**src/rtl/traffic_state_ctrl.sv**
```systemverilog
// Two-road junction light sequencer: normal cycle, flashing-yellow maintenance and lamp test, paced by tick_en.
// Registered outputs, one clock per update; no backpressure, and illegal codes recover without waiting for a tick.
module traffic_state_ctrl #(
  parameter logic [7:0] T_GREEN  = 8'd20,
  parameter logic [7:0] T_YELLOW = 8'd3,
  parameter logic [7:0] T_ALLRED = 8'd2,
  parameter logic [7:0] T_FLASH  = 8'd1,
  parameter logic [7:0] T_LAMP   = 8'd2
) (
  input  logic       clk,
  input  logic       rst_n,
  input  logic       tick_en,
  input  logic       maint_req,
  input  logic       lamp_test_req,
  output logic [2:0] state,
  output logic       in_maint,
  output logic       phase_change
);

  localparam logic [2:0] RR = 3'd0;
  localparam logic [2:0] GG = 3'd1;
  localparam logic [2:0] YY = 3'd2;
  localparam logic [2:0] GR = 3'd3;
  localparam logic [2:0] YR = 3'd4;
  localparam logic [2:0] RG = 3'd5;
  localparam logic [2:0] RY = 3'd6;
  localparam logic [2:0] BAD = 3'd7;

  localparam logic ROAD1 = 1'b0;
  localparam logic ROAD2 = 1'b1;

  // A zero duration behaves as one tick.
  function automatic logic [7:0] load_val(input logic [7:0] d);
    return (d == 8'd0) ? 8'd0 : d - 8'd1;
  endfunction

  logic [2:0] state_q, state_nxt;
  logic [7:0] timer_q, timer_nxt;
  logic       maint_q, maint_nxt;
  logic       dir_q, dir_nxt;
  logic       pend_q, pend_nxt;
  logic       expire, illegal;
  logic       phase_change_nxt;

  always_ff @(posedge clk or negedge rst_n) begin
    if (!rst_n) begin
      state_q      <= RR;
      timer_q      <= load_val(T_ALLRED);
      maint_q      <= 1'b0;
      dir_q        <= ROAD1;
      pend_q       <= 1'b0;
      phase_change <= 1'b0;
    end else begin
      state_q      <= state_nxt;
      timer_q      <= timer_nxt;
      maint_q      <= maint_nxt;
      dir_q        <= dir_nxt;
      pend_q       <= pend_nxt;
      phase_change <= phase_change_nxt;
    end
  end

  always_comb begin
    state_nxt = state_q;
    timer_nxt = timer_q;
    maint_nxt = maint_q;
    dir_nxt   = dir_q;
    pend_nxt  = pend_q | lamp_test_req;
    expire    = 1'b0;
    // Maintenance only ever shows YY/RR; normal mode never shows YY.
    illegal   = maint_q ? !(state_q == YY || state_q == RR)
                        : (state_q == YY || state_q == BAD);

    if (illegal) begin
      state_nxt = RR;
      timer_nxt = load_val(T_ALLRED);
      maint_nxt = 1'b0;
    end else if (tick_en) begin
      if (timer_q != 8'd0) begin
        timer_nxt = timer_q - 8'd1;
      end else begin
        expire = 1'b1;
        if (maint_q) begin
          if (state_q == YY) begin
            state_nxt = RR;
            timer_nxt = load_val(T_FLASH);
          end else if (maint_req) begin
            state_nxt = YY;
            timer_nxt = load_val(T_FLASH);
          end else begin
            state_nxt = RR;
            timer_nxt = load_val(T_ALLRED);
            maint_nxt = 1'b0;
            dir_nxt   = ROAD1;
          end
        end else begin
          case (state_q)
            RR: begin
              if (maint_req) begin
                state_nxt = YY;
                timer_nxt = load_val(T_FLASH);
                maint_nxt = 1'b1;
              end else if (pend_q) begin
                state_nxt = GG;
                timer_nxt = load_val(T_LAMP);
                // A request landing on the entry edge re-arms the next test.
                pend_nxt  = lamp_test_req;
              end else if (dir_q == ROAD1) begin
                state_nxt = GR;
                timer_nxt = load_val(T_GREEN);
              end else begin
                state_nxt = RG;
                timer_nxt = load_val(T_GREEN);
              end
            end
            GR: begin
              state_nxt = YR;
              timer_nxt = load_val(T_YELLOW);
            end
            YR: begin
              state_nxt = RR;
              timer_nxt = load_val(T_ALLRED);
              dir_nxt   = ROAD2;
            end
            RG: begin
              state_nxt = RY;
              timer_nxt = load_val(T_YELLOW);
            end
            RY: begin
              state_nxt = RR;
              timer_nxt = load_val(T_ALLRED);
              dir_nxt   = ROAD1;
            end
            GG: begin
              state_nxt = RR;
              timer_nxt = load_val(T_ALLRED);
            end
            default: begin
              state_nxt = RR;
              timer_nxt = load_val(T_ALLRED);
            end
          endcase
        end
      end
    end
  end

  always_comb begin
    phase_change_nxt = expire | illegal;
  end

  assign state    = state_q;
  assign in_maint = maint_q;

endmodule

```
**config.mk**
```make
export PLATFORM = sky130hd
export DESIGN_NAME = traffic_state_ctrl
export DESIGN_NICKNAME = d
export VERILOG_FILES = /design/src/rtl/traffic_state_ctrl.sv
export SDC_FILE = /design/constraint.sdc
export NUM_CORES = 1
export LEC_CHECK = 0
export ABC_AREA = 1
export CORE_AREA = 3 3 46 48
export CTS_BUF_LIST = sky130_fd_sc_hd__clkbuf_16
export DETAILED_ROUTE_END_ITERATION = 12
export DIE_AREA = 0 0 49 51
export GPL_TIMING_DRIVEN = 0
export MAX_ROUTING_LAYER = met4
export PLACE_DENSITY_LB_ADDON = 0.15
export SYNTH_ARGS = -nofsm -noshare
export SYNTH_HDL_FRONTEND = slang
export SYNTH_SLANG_ARGS = --single-unit
```
**constraint.sdc**
```tcl
create_clock -name clk -period 4.6 [get_ports clk]
set_clock_uncertainty 0.2 [all_clocks]
set_input_delay 1.15 -clock clk [delete_from_list [all_inputs] [get_ports clk]]
set_output_delay 1.15 -clock clk [all_outputs]
set_load 0.03 [all_outputs]
```
Word-level counts from Yosys, hierarchy flattened --
Cells that the tools add are included.
Word-level totals: word-level logic and storage cells 71, register bits 15
Cells by class: $add $sub $neg 1, reduce and logical (&&, ||, !) cells 10, equal/unequal tests 9, bitwise operators 4, muxes and demuxes 41
Operators with widths (count):
- 8-bit 2-to-1 mux | 4
- 1-bit 2-to-1 mux | 23
- 3-bit 2-to-1 mux | 7
- 8-bit case mux with 2 select lines | 1
- 3-bit == test, second input constant | 4
- 5-bit 2-to-1 mux | 2
- 3-bit case mux with 3 select lines | 1
- 8-bit nonzero test | 1
- 8-bit by 1-bit subtractor with 8-bit output, second input constant | 1
- 3-bit by 2-bit == test with 1-bit output, second input constant | 2
- 2-bit inequality test, second input constant | 3
- 6-bit AND reduction | 1
- 2-bit 2-to-1 mux | 2
- 3-bit logical NOT | 1
- 3-bit nonzero test | 1
- 1-bit logical OR | 2
- 1-bit NOT | 2
- 1-bit OR | 2
- 1-bit case mux with 2 select lines | 1
- 2-bit AND reduction | 1
- 2-bit nonzero test | 1
- 2-bit OR reduction | 1
- 1-bit logical NOT | 1

Logic depth before layout (Yosys ltp) --
Gate-level depths: netlist (run 1).
depth after elaboration 8, depth in mapped cells 10

Least setup slack after synthesis (run 1) --
Ideal clock, no wire load.
path kind input-to-reg, from in maint_req, to reg state_q[1] (netlist: state[1]), setup time 0.116 ns, arrival 1.616 ns, stages 6, setup slack 2.667 ns, path buffers 0, data required time 4.284 ns, path through inv_1 -> o21ai_0 -> a21boi_1 -> o21ai_0 -> nand2_1 -> nand2_1
Between the ends: longest elaborated chain between the ends 6, elaborated cells on any way between the ends 8, those cells by class 8 x mux
RTL lines:
- start: declaration | line 13 | input logic maint_req,
- 3-bit 2-to-1 mux / 2-bit 2-to-1 mux (equally long branches) | line 99, 87
- 3-bit case mux with 3 select lines / 2-bit 2-to-1 mux (equally long branches) | line 97, 84
- 3-bit 2-to-1 mux * | line 83 | if (maint_q) begin
- 3-bit 2-to-1 mux * | line 79 | if (timer_q != 8'd0) begin
- 3-bit 2-to-1 mux * | line 78 | end else if (tick_en) begin
- 3-bit 2-to-1 mux * | line 74 | if (illegal) begin
- end signal: assignment | line 54 | state_q <= state_nxt;
- end: declaration | line 37 | logic [2:0] state_q, state_nxt;
Every way passes the cells marked *; elsewhere a longest branch is shown, timed or not. The select of a mux whose other input is x is not followed. A chain may end at the register's enable or synchronous reset.

Final worst setup path (run 1) --
from reg state_q[2] (netlist: state[2]), to out state[2]
RTL lines:
- end: declaration | line 15 | output logic [2:0] state,
No word-level cell between the ends.

==> flow_summary.yaml, run 1 <==
placed_design:
  gp_congestion: 0.938
  numPortBuffers: 9
  preCtsSetupSlack_ns: 1.98
  dp_hpwl_um: 1670
  dp.cells: 189
synth:
  avgSynthCellArea_um2: 6.82
  synth_nets: 161
  seq_area_frac_synth: 0.356
  ys_seq_elements: 15
  async_reset_ff_frac: 1.00
  synth-edff-count: 0
  synth_flop_cell: "dfrtp_1"
  yosys_warnings: 0
  syn_area_mm2: 0.00106
  yosys.area.top_type: "dfrtp_1"
  yosysTopAreaCellShare: 0.331
  synth.distinct_cells: 26
  synthCells: 155
  synth.area.top_cells: "dfrtp_1 33%, nand2_1 17%, nand3_1 9.9%, inv_1 5.7%, nor2_1 5.0%"
floorplan:
  io_pins: 10
  rows: 15
  core-area_mm2: 0.00175
  die_area_mm2: 0.00250
  initial_core_util: 0.606
  die_y_um: 51
  die_w_um: 49
cts:
  cts_sinks: 15
  cts_tree: "done"
  cts_hold_buf: 0
  cts.htree.levels: 1
  postCtsResizedCells: 0
  clk_pin_slew_ns: 0.05
  cts_setup_buffers: 0
  clk_latency_ns: 0.24
  clk_path_buf_depth: 2
  clockRootBuffer: "clkbuf_16"
  cts_buffers: 3
setup_path:
  crit_arrival_ns: 1.43
  critPathBufInv: 1
  cp.required_ns: 3.25
  regToRegStartpoint: "timer_q[0]$_DFFE_PN1P_"
  crit_family: "buffers and inverters"
  worstSetupStartpoint: "state[2]$_DFFE_PN0P_"
  crit_path_top_delay_cell: "clkdlybuf4s50_1"
  path_class: "reg2out"
  path_max_fanout: 6
  path_cells: "clkdlybuf4s50_1"
  critPathMaxStageDelay_ns: 0.72
  critPathCaptureType: "primary output"
  startpoint_type: "register"
global_routing:
  grt_max_degree: 16
  antenna_found_initial: 0
  grt_pass1_wl_um: 4290
  grtUsageTotal: 0.226
  overflow: 0
  first_global_vias: 1027
final_layout:
  area_growth_pct: 18.9
  fin_cells: 193
  final_cell_mix: "47 x nand2_1, 21 x nand3_1, 17 x inv_1, 14 x nor2_1, 14 x dfrtp_1"
  nets: 175
  drive_gt1_frac: 0.143
  final_util: 0.720
  antenna_cells: 0
  final_common_cell: "nand2_1"
drt:
  routedWlPerCell_um: 12.0
  drc: 0
  drt.antenna.violating_nets: 0
  wirelength_um: 2310
  drt-pass1-iter-count: 4
  viasPerCell: 5.37
  drtIter0Drc: 32
  dr_total_vias: 1037
sta:
  relSlewSlack: 0.572
  finalCritPeriodShare: 0.605
  final.min_clock_period_ns: 2.78
  tns_ns: 0
  finalSetupViolations: 0
  worst_pin_slew_ns: 0.640
  max_freq_mhz: 359
  hold_viol_final: 0
  fin_ws_ns: 1.82
  rsz0062_at_grt: "false"
  slew_viol_final: 0
pwr:
  switching_power_mw: 0.417
  ir_worst_vdd_mv: 0.424
  p_comb_frac: 0.571
  p_per_area_mw_per_mm2: 712
  clkPwrFrac: 0.185
  p_int_mw: 0.479
  sw_frac_of_total: 0.465
  seqPwrFrac: 0.243
  power.leakage_nw: 0.639
run_status:
  status: "completed"
flow_run:
  max_cap_violations: 0
min_path:
  hold_start: "timer_q[0]$_DFFE_PN1P_"
  worstHoldPathType: "reg2reg"
[registers in the layout, indices dropped and copies added, names as in the netlist]
register      flops
dir_q             1
in_maint          1
pend_q            1
phase_change      1
state             3
timer_q           8
[worst paths after layout]
kind                       slack, ns  cells after the start                     end
max reg2reg                     2.84                      9    state[0]$_DFFE_PN0P_
min in group asynchronous       1.10                      1  timer_q[6]$_DFFE_PN0P_
max                             1.82                      1                state[2]
min                             0.30                      2  timer_q[0]$_DFFE_PN1P_
max in group asynchronous       2.68                      1    state[2]$_DFFE_PN0P_
min reg2reg                     0.30                      2  timer_q[0]$_DFFE_PN1P_
[Yosys cell counts (2+ instances only)]
master   instances
nand2_4          2
dfrtp_1         14
nor2_1          14
nor2_4           2
nand2_1         47
nand3_1         21
nor2_2           2
buf_2            2
inv_1           16
a21oi_1          4
nand4_1          3
inv_2            4
o21ai_1          5
o21ai_0          5
nand2_2          3
[power by group through the flow]
| stage | clock (mW) | sequential (mW) | combinational, mW |
|---|---|---|---|
| global route | 0.175 | 0.224 | 0.581 |
| finish | 0.166 | 0.218 | 0.512 |
| global placement | 0 | 0.216 | 0.490 |
| CTS | 0.167 | 0.218 | 0.509 |
| detailed placement | 0 | 0.218 | 0.502 |
| floorplan | 0 | 0.241 | 0.368 |
[through the flow]
| step | cell area [µm²] | hold slack [ns] | power, mW |
|---|---|---|---|
| 3_3_place_gp | 1180 | 0.286 | 0.706 |
| 4_1_cts | 1260 | 0.304 | 0.894 |
| 3_5_place_dp | 1180 | 0.294 | 0.721 |
| 6_report | 1260 | 0.301 | 0.896 |
| 5_1_grt | 1260 | 0.331 | 0.980 |
| 2_1_floorplan | 1060 | 0.263 | 0.609 |
[per-layer routing]
| metal | global-route usage | vias to the layer above | wire length, µm |
|---|---|---|---|
| li1 | - | 522 | - |
| met1 | 0.282 | 465 | 1050 |
| met2 | 0.362 | 46 | 1070 |
| met3 | 0.0525 | 4 | 158 |
| met4 | 0.0806 | 0 | 29 |
| met5 | - | - | 0 |
[cells by family (layout without fill, tap and decap cells)]
logic type | Yosys count | count (layout) | synth area share
buffers and inverters | 24 | 37 | 0.0982
and+or+nand+nor | 96 | 96 | 0.420
xor gates and xnor gates | 2 | 2 | 0.0166
DFF | 15 | 15 | 0.356
adders and majority gates | 1 | 1 | 0.0118
AOI/OAI and AO/OA | 17 | 17 | 0.0970
[layout make-up]
type | count | area, µm²
well taps | 25 | 31.3
flip-flops and latches | 15 | 377
multi-input cells | 116 | 577
clock inverters | 1 | 3.75
clock buffers | 3 | 75.1
repair buffers | 9 | 90.1
plain buffers | 4 | 28.8
fillers | 140 | 488
inverters | 20 | 75.1
(Power assumes the default switching activity.)
==> inputs of run 2 (changes only) <==
Settings changed: CORE_AREA 3 3 46 48 to 3 3 48 50, DIE_AREA 0 0 49 51 to 0 0 51 53.
Clock period 4.6 ns to 2.6 ns, I/O delays scaled along.
==> run 2 against run 1 <==
Sequential power up 76%; utilization down 7.2 points; combinational power up 76%; sequential share of layout area down 0.059 points; via count down 2.8%; die area up 8.2%; clock power up 80%; first-iteration DRC count up 25%; non-clock buffer count unchanged; critical endpoint unchanged.
==> flow_summary.yaml, run 2 (synthesis gave the netlist of run 1 again) <==
pwr:
  clkPwrFrac: 0.188
  switching_power_mw: 0.737
  p_comb_frac: 0.570
  p_int_mw: 0.849
  power.leakage_nw: 0.639
  ir_worst_vdd_mv: 0.605
  sw_frac_of_total: 0.465
  seqPwrFrac: 0.242
  p_per_area_mw_per_mm2: 1260
setup_path:
  critPathBufInv: 1
  cp.required_ns: 1.75
  crit_path_top_delay_cell: "clkdlybuf4s50_1"
  crit_family: "buffers and inverters"
  path_cells: "clkdlybuf4s50_1"
  startpoint_type: "register"
  path_class: "reg2out"
  crit_arrival_ns: 1.44
  critPathCaptureType: "primary output"
  critPathMaxStageDelay_ns: 0.72
  path_max_fanout: 6
final_layout:
  largest-register: "timer_q"
  antenna_cells: 0
  final_common_cell: "nand2_1"
  largest_register_ffs: 8
  drive_gt1_frac: 0.143
  final_cell_mix: "47 x nand2_1, 21 x nand3_1, 17 x inv_1, 14 x nor2_1, 14 x dfrtp_1"
  area_growth_pct: 19.2
  nets: 175
floorplan:
  initial_core_util: 0.544
  die_y_um: 53
  die_w_um: 51
  io_pins: 10
  die_area_mm2: 0.00270
  core-area_mm2: 0.00194
  rows: 16
cts:
  cts_setup_buffers: 0
  cts_buffers: 3
  clk_latency_ns: 0.25
  clockRootBuffer: "clkbuf_16"
  cts_tree: "done"
  cts.htree.levels: 1
  postCtsResizedCells: 0
  clk_pin_slew_ns: 0.05
  cts_hold_buf: 0
  cts_sinks: 15
  clk_path_buf_depth: 2
global_routing:
  grt_pass1_wl_um: 4040
  overflow: 0
  first_global_vias: 983
  grt_max_degree: 16
  antenna_found_initial: 0
  grtUsageTotal: 0.206
flow_run:
  max_cap_violations: 0
drt:
  wirelength_um: 2280
  dr_total_vias: 1008
  drtIter0Drc: 40
  drt-pass1-iter-count: 4
  drt.antenna.violating_nets: 0
  viasPerCell: 5.17
  drc: 0
  routedWlPerCell_um: 11.7
sta:
  hold_viol_final: 0
  relSlewSlack: 0.534
  rsz0062_at_grt: "false"
  finalCritPeriodShare: 0.881
  slew_viol_final: 0
  tns_ns: 0
  worst_pin_slew_ns: 0.697
  max_freq_mhz: 437
  finalSetupViolations: 0
  fin_ws_ns: 0.309
  final.min_clock_period_ns: 2.29
min_path:
  worstHoldPathType: "reg2reg"
placed_design:
  preCtsSetupSlack_ns: 0.482
  gp_congestion: 0.894
  numPortBuffers: 9
  dp_hpwl_um: 1660
run_status:
  status: "completed"
## run 2: cell counts in the layout (fill, tap and decap cells not counted)
Identical to the previous run, type by type.
## run 2: final timing paths
path / end / from / cells past startpoint / slack [ns]
min in group asynchronous: state[0]$_DFFE_PN0P_ / rst_n / 1 / 0.62
hold reg to reg: timer_q[0]$_DFFE_PN1P_ / timer_q[0]$_DFFE_PN1P_ / 2 / 0.30
hold / removal: timer_q[0]$_DFFE_PN1P_ / timer_q[0]$_DFFE_PN1P_ / 2 / 0.30
max in group asynchronous: timer_q[3]$_DFFE_PN0P_ / rst_n / 1 / 1.13
setup reg to reg: state[0]$_DFFE_PN0P_ / timer_q[1]$_DFFE_PN0P_ / 9 / 0.87
setup / recovery: state[2] / state[2]$_DFFE_PN0P_ / 1 / 0.31
## run 2: power groups by stage
stage	combinational [mW]	clock [mW]	sequential, mW
finish	0.903	0.298	0.383
global route	1.02	0.313	0.395
CTS	0.901	0.304	0.384
detailed placement	0.895	0	0.387
global placement	0.874	0	0.382
floorplan	0.651	0	0.426
## run 2: through the flow
stage                     power [mW]   util  instances  instance area, µm²  hold WS [ns]
after floorplan                 1.08      -        155                1060         0.154
after global placement          1.26  0.608        191                1180         0.285
after detailed placement        1.28  0.608        191                1180         0.296
after CTS                       1.59  0.649        195                1260         0.302
after global routing            1.73  0.649        195                1260         0.333
final                           1.59  0.649        195                1260         0.295
## run 2: cell type report
type                       count  area, µm²
fill                         190        682
multi-input combinational    116        577
sequential                    15        377
timing repair buffer           9       90.1
clock buffer                   3       75.1
inverter                      20       75.1
tap                           27       33.8
buffer                         4       28.8
clock inverter                 1       3.75
## run 2: routing by layer
layer / vias to the layer above / global-route usage / share of wire
li1: 519 / - / -
met1: 455 / 0.247 / 0.48
met2: 29 / 0.330 / 0.46
met3: 5 / 0.0366 / 0.038
met4: 0 / 0.112 / 0.020
met5: - / - / 0
==> inputs of run 3 (changes only) <==
==> constraint.sdc (replaced) <==
create_clock -name clk -period 2.6 [get_ports clk]
set_clock_uncertainty 0.2 [all_clocks]
set_input_delay 0.39 -clock clk [delete_from_list [all_inputs] [get_ports clk]]
set_output_delay 0.39 -clock clk [all_outputs]
set_load 0.03 [all_outputs]
==> results of run 3 <==
The final DEF is identical to that of run 2. Status: completed.
Among the figures that moved: setup slack after placement 0.482 ns -> 0.742 ns; setup slack after layout 0.309 ns -> 0.569 ns
